[config.mk]
export PLATFORM = sky130hd
export DESIGN_NAME = axil_write_engine
export DESIGN_NICKNAME = d
export VERILOG_FILES = /design/src/rtl/axil_write_engine_pkg.sv /design/src/rtl/axil_wr_req_fifo.sv /design/src/rtl/axil_write_engine.sv
export SDC_FILE = /design/constraint.sdc
export NUM_CORES = 1
export LEC_CHECK = 0
export CELL_PAD_IN_SITES_DETAIL_PLACEMENT = 1
export CELL_PAD_IN_SITES_GLOBAL_PLACEMENT = 1
export CORE_MARGIN = 1.5
export CORE_UTILIZATION = 40
export DETAILED_ROUTE_END_ITERATION = 6
export PLACE_DENSITY_LB_ADDON = 0.1
export REMOVE_ABC_BUFFERS = 1
export SLEW_MARGIN = 20
export SYNTH_ARGS = -nofsm -noshare
export SYNTH_HDL_FRONTEND = slang
export SYNTH_SLANG_ARGS = --single-unit
[constraint.sdc]
create_clock -name m_axi_aclk -period 5.4 [get_ports m_axi_aclk]
set_input_delay 1.08 -clock m_axi_aclk [delete_from_list [all_inputs] [get_ports m_axi_aclk]]
set_output_delay 1.08 -clock m_axi_aclk [all_outputs]
set_load 0.05 [all_outputs]
[src/rtl/axil_write_engine_pkg.sv]
// Shared types, error codes and BAR window helpers for the AXI-Lite write engine.
// Pure declarations; no state.
// Not applicable (no handshakes).
package axil_write_engine_pkg;

  localparam logic [1:0] ERR_NONE     = 2'b00;
  localparam logic [1:0] ERR_SLVERR   = 2'b01;
  localparam logic [1:0] ERR_DECERR   = 2'b10;
  localparam logic [1:0] ERR_UNMAPPED = 2'b11;

  // bar(3) + pcie address(32) + byte enables(4) + data(32)
  localparam int REQ_W = 3 + 32 + 4 + 32;

  typedef struct packed {
    logic [2:0]  bar;
    logic [31:0] addr;
    logic [3:0]  be;
    logic [31:0] data;
  } req_t;

  // AW/W issue tracker: both channels pending, or only one still pending
  typedef enum logic [1:0] {
    ST_IDLE = 2'd0,
    ST_BOTH = 2'd1,
    ST_AW   = 2'd2,
    ST_W    = 2'd3
  } iss_st_t;

  function automatic logic [63:0] bar_base(input logic [383:0] bases, input int n);
    return bases[64*n +: 64];
  endfunction

  function automatic logic [5:0] bar_size(input logic [35:0] sizes, input int n);
    return sizes[6*n +: 6];
  endfunction

  // Keep base bits above the aperture, take the offset bits below it, DW-align.
  function automatic logic [63:0] bar_xlate(input logic [63:0] base, input logic [5:0] size,
                                            input logic [31:0] pcie);
    logic [63:0] mask;
    mask = (64'd1 << size) - 64'd1;
    return ((base & ~mask) | ({32'd0, pcie} & mask)) & ~64'd3;
  endfunction

endpackage

[src/rtl/axil_wr_req_fifo.sv]
// Synchronous request FIFO with first-word-fall-through head.
// Head valid the cycle after the push that makes the FIFO non-empty.
// Caller must not push when o_full nor pop when o_empty.
module axil_wr_req_fifo #(
  parameter int WIDTH = 71,
  parameter int DEPTH = 4
) (
  input  logic             i_clk,
  input  logic             i_rst,
  input  logic             i_push,
  input  logic [WIDTH-1:0] i_dat,
  input  logic             i_pop,
  output logic [WIDTH-1:0] o_dat,
  output logic             o_full,
  output logic             o_empty
);

  localparam int AW = $clog2(DEPTH);

  logic [WIDTH-1:0] r_mem [DEPTH];
  logic [AW:0]      r_wr_ptr;
  logic [AW:0]      r_rd_ptr;

  // Pointer bookkeeping; the extra MSB distinguishes full from empty
  always_ff @(posedge i_clk) begin
    if (i_rst) begin
      r_wr_ptr <= '0;
      r_rd_ptr <= '0;
    end else begin
      if (i_push) r_wr_ptr <= r_wr_ptr + (AW+1)'(1);
      if (i_pop)  r_rd_ptr <= r_rd_ptr + (AW+1)'(1);
    end
  end

  // Storage write; contents need no reset since the pointers gate visibility
  always_ff @(posedge i_clk) begin
    if (i_push) r_mem[r_wr_ptr[AW-1:0]] <= i_dat;
  end

  assign o_dat   = r_mem[r_rd_ptr[AW-1:0]];
  assign o_empty = (r_wr_ptr == r_rd_ptr);
  assign o_full  = (r_wr_ptr[AW] != r_rd_ptr[AW]) && (r_wr_ptr[AW-1:0] == r_rd_ptr[AW-1:0]);

endmodule

[src/rtl/axil_write_engine.sv]
// Buffers decoded PCIe memory writes, maps BAR offsets into AXI space, issues AXI4-Lite writes.
// AW/W valid one cycle after a mapped head appears; one write per 2 cycles at best.
// mem_req_ready drops when the FIFO is full; issue stalls at MAX_OUTSTANDING unanswered writes.
module axil_write_engine
  import axil_write_engine_pkg::*;
#(
  parameter int           TCQ               = 1,
  parameter int           M_AXI_TDATA_WIDTH = 32,
  parameter int           M_AXI_ADDR_WIDTH  = 32,
  parameter int           NUM_BARS          = 6,
  parameter logic [383:0] BAR_AXI_BASE      = 384'h0,
  parameter logic [35:0]  BAR_SIZE          = 36'h30C30C30C,
  parameter int           REQ_FIFO_DEPTH    = 4,
  parameter int           MAX_OUTSTANDING   = 4
) (
  input  logic                           m_axi_aclk,
  input  logic                           m_axi_areset,
  output logic [M_AXI_ADDR_WIDTH-1:0]    m_axi_awaddr,
  output logic [2:0]                     m_axi_awprot,
  output logic                           m_axi_awvalid,
  input  logic                           m_axi_awready,
  output logic [M_AXI_TDATA_WIDTH-1:0]   m_axi_wdata,
  output logic [M_AXI_TDATA_WIDTH/8-1:0] m_axi_wstrb,
  output logic                           m_axi_wvalid,
  input  logic                           m_axi_wready,
  input  logic [1:0]                     m_axi_bresp,
  input  logic                           m_axi_bvalid,
  output logic                           m_axi_bready,
  input  logic                           mem_req_valid,
  output logic                           mem_req_ready,
  input  logic [2:0]                     mem_req_bar_hit,
  input  logic [31:0]                    mem_req_pcie_address,
  input  logic [3:0]                     mem_req_byte_enable,
  input  logic                           mem_req_write_readn,
  input  logic                           mem_req_phys_func,
  input  logic [31:0]                    mem_req_write_data,
  output logic                           wr_err_valid,
  output logic [1:0]                     wr_err_code,
  output logic                           wr_idle
);

  req_t        w_in_req;
  req_t        w_head;
  logic        w_push, w_pop, w_full, w_empty;
  logic        w_mapped, w_can_issue, w_issue_done, w_um_pop;
  logic        w_aw_hs, w_w_hs, w_b_hs, w_b_err;
  logic [63:0] w_xlate;
  logic        w_unused;
  iss_st_t     r_state, w_state_nxt;
  logic [3:0]  r_outst;
  logic        r_um_pend;
  logic        r_err_vld;
  logic [1:0]  r_err_code;

  assign w_in_req      = '{bar: mem_req_bar_hit, addr: mem_req_pcie_address,
                           be: mem_req_byte_enable, data: mem_req_write_data};
  assign mem_req_ready = !w_full && !m_axi_areset;
  assign w_push        = mem_req_valid && mem_req_ready && mem_req_write_readn;

  axil_wr_req_fifo #(.WIDTH(REQ_W), .DEPTH(REQ_FIFO_DEPTH)) u_req_fifo (
    .i_clk   (m_axi_aclk),
    .i_rst   (m_axi_areset),
    .i_push  (w_push),
    .i_dat   (w_in_req),
    .i_pop   (w_pop),
    .o_dat   (w_head),
    .o_full  (w_full),
    .o_empty (w_empty)
  );

  assign w_mapped = (int'(w_head.bar) < NUM_BARS);

  // Translate the head's BAR-relative address through its BAR window
  always_comb begin
    w_xlate = '0;
    for (int n = 0; n < NUM_BARS; n++) begin
      if (w_head.bar == 3'(n))
        w_xlate = bar_xlate(bar_base(BAR_AXI_BASE, n), bar_size(BAR_SIZE, n), w_head.addr);
    end
  end

  assign m_axi_awaddr = w_xlate[M_AXI_ADDR_WIDTH-1:0];
  assign m_axi_awprot = 3'b000;

  generate
    if (M_AXI_TDATA_WIDTH == 64) begin : g_dw64
      assign m_axi_wdata = {2{w_head.data}};
      assign m_axi_wstrb = w_head.addr[2] ? {w_head.be, 4'b0000} : {4'b0000, w_head.be};
    end else begin : g_dw32
      assign m_axi_wdata = w_head.data;
      assign m_axi_wstrb = w_head.be;
    end
  endgenerate

  assign w_aw_hs     = m_axi_awvalid && m_axi_awready;
  assign w_w_hs      = m_axi_wvalid && m_axi_wready;
  assign w_b_hs      = m_axi_bvalid && m_axi_bready;
  assign w_b_err     = w_b_hs && m_axi_bresp[1];
  assign w_can_issue = !w_empty && w_mapped && (int'(r_outst) < MAX_OUTSTANDING);
  // An unmapped head is dropped only while no earlier unmapped report is still queued
  assign w_um_pop    = (r_state == ST_IDLE) && !w_empty && !w_mapped && !r_um_pend;
  assign w_pop       = w_issue_done || w_um_pop;

  // Issue state register
  always_ff @(posedge m_axi_aclk) begin
    if (m_axi_areset) r_state <= ST_IDLE;
    else              r_state <= w_state_nxt;
  end

  // Next issue state: AW and W retire independently
  always_comb begin
    w_state_nxt = r_state;
    case (r_state)
      ST_IDLE: if (w_can_issue) w_state_nxt = ST_BOTH;
      ST_BOTH: begin
        if (w_aw_hs && w_w_hs) w_state_nxt = ST_IDLE;
        else if (w_aw_hs)      w_state_nxt = ST_W;
        else if (w_w_hs)       w_state_nxt = ST_AW;
      end
      ST_AW:   if (w_aw_hs) w_state_nxt = ST_IDLE;
      ST_W:    if (w_w_hs)  w_state_nxt = ST_IDLE;
      default: w_state_nxt = ST_IDLE;
    endcase
  end

  // Channel valids and the write-complete strobe that pops the head
  always_comb begin
    m_axi_awvalid = (r_state == ST_BOTH) || (r_state == ST_AW);
    m_axi_wvalid  = (r_state == ST_BOTH) || (r_state == ST_W);
    w_issue_done  = ((r_state == ST_BOTH) && m_axi_awready && m_axi_wready) ||
                    ((r_state == ST_AW) && m_axi_awready) ||
                    ((r_state == ST_W) && m_axi_wready);
  end

  // Outstanding-write counter: +1 at pop, -1 per accepted B
  always_ff @(posedge m_axi_aclk) begin
    if (m_axi_areset) begin
      r_outst <= '0;
    end else begin
      case ({w_issue_done, w_b_hs})
        2'b10:   r_outst <= r_outst + 4'd1;
        2'b01:   r_outst <= r_outst - 4'd1;
        default: r_outst <= r_outst;
      endcase
    end
  end

  assign m_axi_bready = (r_outst != 4'd0);

  // Error pulse: a B error wins the cycle, a colliding unmapped drop reports next cycle
  always_ff @(posedge m_axi_aclk) begin
    if (m_axi_areset) begin
      r_err_vld  <= 1'b0;
      r_err_code <= ERR_NONE;
      r_um_pend  <= 1'b0;
    end else if (w_b_err) begin
      r_err_vld  <= 1'b1;
      r_err_code <= m_axi_bresp[0] ? ERR_DECERR : ERR_SLVERR;
      r_um_pend  <= r_um_pend || w_um_pop;
    end else if (w_um_pop || r_um_pend) begin
      r_err_vld  <= 1'b1;
      r_err_code <= ERR_UNMAPPED;
      r_um_pend  <= 1'b0;
    end else begin
      r_err_vld  <= 1'b0;
    end
  end

  assign wr_err_valid = r_err_vld;
  assign wr_err_code  = r_err_code;
  assign wr_idle      = w_empty && (r_outst == 4'd0) && (r_state == ST_IDLE);

  // Function id is carried for tracing only; TCQ affects simulation timing only
  assign w_unused = ^{mem_req_phys_func, (TCQ != 0), w_xlate, w_head.addr};

endmodule

==> impl_metrics.env <==
export IMPL_status="finished, final reports clean"
export IMPL_setup_violations=0
export IMPL_max_freq_ghz=0.240
export IMPL_drt_pass1_iter_count=4
export IMPL_drive_gt1_share_pct=15.9
export IMPL_relSlewSlack_pct=53.3
export IMPL_tns_ns=0
export IMPL_total_nets_final=630
export IMPL_synth_instances=410
export IMPL_io_buffers=110
export IMPL_cts_post_setup_buffers_inserted=0
export IMPL_grt_pass1_wl_mm=25.3
export IMPL_synth_sequential_area_ratio_pct=74.7
export IMPL_initial_core_util_pct=40.7
export IMPL_route_detailed_wl_per_inst_um=19.4
export IMPL_top_level_ports=160
export IMPL_synthesis_yosys_warnings=0
export IMPL_tightest_pin_transition_ns=0.700
export IMPL_reg2reg_depth=4
export IMPL_yosysTopAreaCellShare_pct=70.3
export IMPL_most_common_library_cell_in_the_layout_ignoring_fill_and_taps="edfxtp_1"
export IMPL_post_layout_total_power_mw=4.36
export IMPL_drt_initial_drc_count=157
export IMPL_critPathLaunchType="flop"
export IMPL_num_vias=4059
export IMPL_fillerInstances=1851
export IMPL_remaining_antenna_violation_count=0
export IMPL_power_density_nw_per_um2=425
export IMPL_core_region_area_um2=20200
export IMPL_cts_root_buf="clkbuf_16"
export IMPL_synth_top_cells_by_area="edfxtp_1, mux4_2, dfxtp_1"
export IMPL_postSynthAreaPerCell_um2=20.0
export IMPL_drc=0
export IMPL_cp_top_family="buffers and inverters"
export IMPL_drt_wl_total_mm=16.0
export IMPL_synth_cell_type_count=39
export IMPL_critical_path_max_fanout=27
export IMPL_classification_of_the_worst_setup_path="flop to output pin"
export IMPL_synth_edff_count=192
export IMPL_grt_start_max_net_pins=34
export IMPL_fp_row_count=52
export IMPL_mappedNetlistArea_um2=8210
export IMPL_hold_buffer_count_at_cts=0
export IMPL_design_die_area_um2=21400
export IMPL_grt_overflow_total=0
export IMPL_hold_path_end="wr_err_code[1]$_SDFFE_PP0P_"
export IMPL_ys_dominant_reg_cell="edfxtp_1"
export IMPL_worstPathRequired_ns=4.32
export IMPL_final_period_minus_worst_setup_slack_ns=4.18
export IMPL_worst_case_clock_skew_ns=0.00877
export IMPL_worst_hold_path_num_cells=2
export IMPL_fraction_of_the_cycle_the_final_worst_path_needs_pct=77.3
export IMPL_place_detailed_hpwl_mm=9.68
export IMPL_rsz_0062_raised_after_global_routing="no"
export IMPL_synth_async_sr_flop_share_pct=0
export IMPL_setup_slack_ns=1.22
export IMPL_tritoncts_num_sinks=210
export IMPL_avg_vias_per_cell=4.94
export IMPL_critical_path_buf_inv_count=2
export IMPL_dieWidth_um=146
export IMPL_gp_routability_congestion=0.748
export IMPL_path_clk_slew_ns=0.06
export IMPL_arrival_time_reported_for_the_critical_path_endpoint_ns=3.10
export IMPL_antenna_cells=0
export IMPL_first_global_vias=4474
export IMPL_timing_critical_path_slowest_stage_cell="clkdlybuf4s50_1"
export IMPL_worst_slack_at_placement_ns=1.64
export IMPL_worst_skew_pair_late_latency_ns=0.50
export IMPL_ir_drop_uv=267
export IMPL_numCtsBuffers=22
export IMPL_setup_worst_path_end_class="output pin"
export IMPL_slowest_delay_ns=0.84
export IMPL_cts_repair_resize_count=0
export IMPL_ys_seq_elements=210
export IMPL_final_hold_viol_count=0
export IMPL_antenna_violations_before_repair=0
export IMPL_r2r_end="r_state[1]$_SDFFE_PP0P_"
export IMPL_grt_usage_pct=15.6
export IMPL_cell_taking_the_most_area_after_synthesis="edfxtp_1"
export IMPL_cts_tree="yes"
export IMPL_hp_class="flop to flop"
export IMPL_list_of_cells_traversed_by_the_critical_path="buf_4 -> mux4_2 -> nor2b_1 -> clkdlybuf4s50_1"
export IMPL_die_height_um=146
export IMPL_commonest_cells_after_routing_fill_and_taps_aside="edfxtp_1, clkdlybuf4s50_1, mux4_2"
export IMPL_p_leak_nw=3.34
export IMPL_reg2reg_setup_slack_ns=2.78
export IMPL_slew_viol_final=0
export IMPL_maxCapViolations=0
export IMPL_clockBufferDepth=3
export IMPL_flow_area_growth_from_synthesis_pct=24.8
export IMPL_ctsHtreeMaxLevel=1
export IMPL_timing_hold_worst_start="wr_err_code[1]$_SDFFE_PP0P_"
==> how the worst max path moves through the flow <==
stage	end	slack [ns]	startpoint	cells after the start
after global placement	mem_req_ready	1.63	m_axi_areset	4
after CTS	m_axi_awaddr[6]	1.10	flop	4
after global routing	m_axi_awaddr[6]	1.0	flop	4
after floorplan	m_axi_awaddr[10]	1.0	flop	2
final	m_axi_awaddr[6]	1.22	flop	4
after detailed placement	mem_req_ready	1.64	m_axi_areset	4
==> tightest hold or removal path, delay by kind of cell (launching register included) <==
| family | cells | cell delay [ns] |
|---|---|---|
| simple gates | 1 | 0.10 |
| flops | 1 | 0.31 |
| compound gates | 1 | 0.07 |
==> layout make-up <==
| cell class | instances | area [um2] | area share [%] |
|---|---|---|---|
| clock buffers | 31 | 606 | 5.91 |
| repair buffers | 117 | 1200 | 11.8 |
| flip-flops and latches | 210 | 6130 | 59.9 |
| clock inverters | 8 | 35.0 | 0.342 |
| inverters | 9 | 33.8 | 0.330 |
| well taps | 270 | 338 | 3.30 |
| multi-input cells | 177 | 1900 | 18.5 |
==> cells in the mapped netlist (2+ instances only) <==
library cell and count:
dfxtp_1 18, and2_1 8, nor2b_1 11, nor2_1 15
buf_2 6, o21a_1 3, edfxtp_1 192, or4_1 3
o31ai_1 2, xnor2_1 4, xor2_1 6, nand2_1 4
buf_4 25, mux2i_1 2, inv_1 9, or3_1 2
clkbuf_1 5, o21ai_0 4, nor4bb_1 2, a31oi_1 2
ha_1 12, a21oi_1 6, and2_0 2, mux4_2 47
nor3_1 5, buf_1 2
==> sequential cells by signal (all words and copies together), names as in the netlist, named ones only <==
signal / count
wr_err_valid: 1
u_req_fifo.r_wr_ptr: 3
u_req_fifo.r_rd_ptr: 3
r_outst: 4
r_state: 2
r_um_pend: 1
u_req_fifo.r_mem: 192
wr_err_code: 2
==> per-layer routing <==
layer | track usage [%] | vias to the layer above | part of all wire (%)
met3 | 4.63 | 19 | 7.2
li1 | - | 1843 | -
met5 | 0 | - | 0
met2 | 26.1 | 119 | 49
met4 | 4.09 | 0 | 1.6
met1 | 19.8 | 2078 | 42
==> power breakdown <==
part / switching, mW / internal [mW] / total (mW)
Clock: 0.571 / 0.778 / 1.35
Combinational: 0.675 / 0.445 / 1.12
Sequential: 0.0750 / 1.81 / 1.89
==> stage by stage <==
step | util, % | instances | area (um2) | hold slack (ns)
after floorplan | - | 396 | 8050 | 0.486
after global placement | 47.6 | 783 | 9600 | 0.509
after detailed placement | 47.6 | 783 | 9600 | 0.522
after CTS | 50.8 | 822 | 10200 | 0.537
after global routing | 50.8 | 822 | 10200 | 0.569
final | 50.8 | 822 | 10200 | 0.533
==> logic make-up after synthesis <==
| kind of cell | after synthesis | synth area share [%] |
|---|---|---|
| other | 1 | 0.0457 |
| multiplexers | 49 | 13.1 |
| buffers and inverters | 47 | 3.39 |
| flip-flops | 210 | 74.7 |
| adder cells (fa/ha/maj) | 12 | 1.83 |
| AND/OR/NAND/NOR | 56 | 3.75 |
| AO/OA/AOI/OAI | 25 | 2.12 |
| XOR/XNOR | 10 | 1.07 |
No activity file was read; power rests on OpenSTA's default activity.
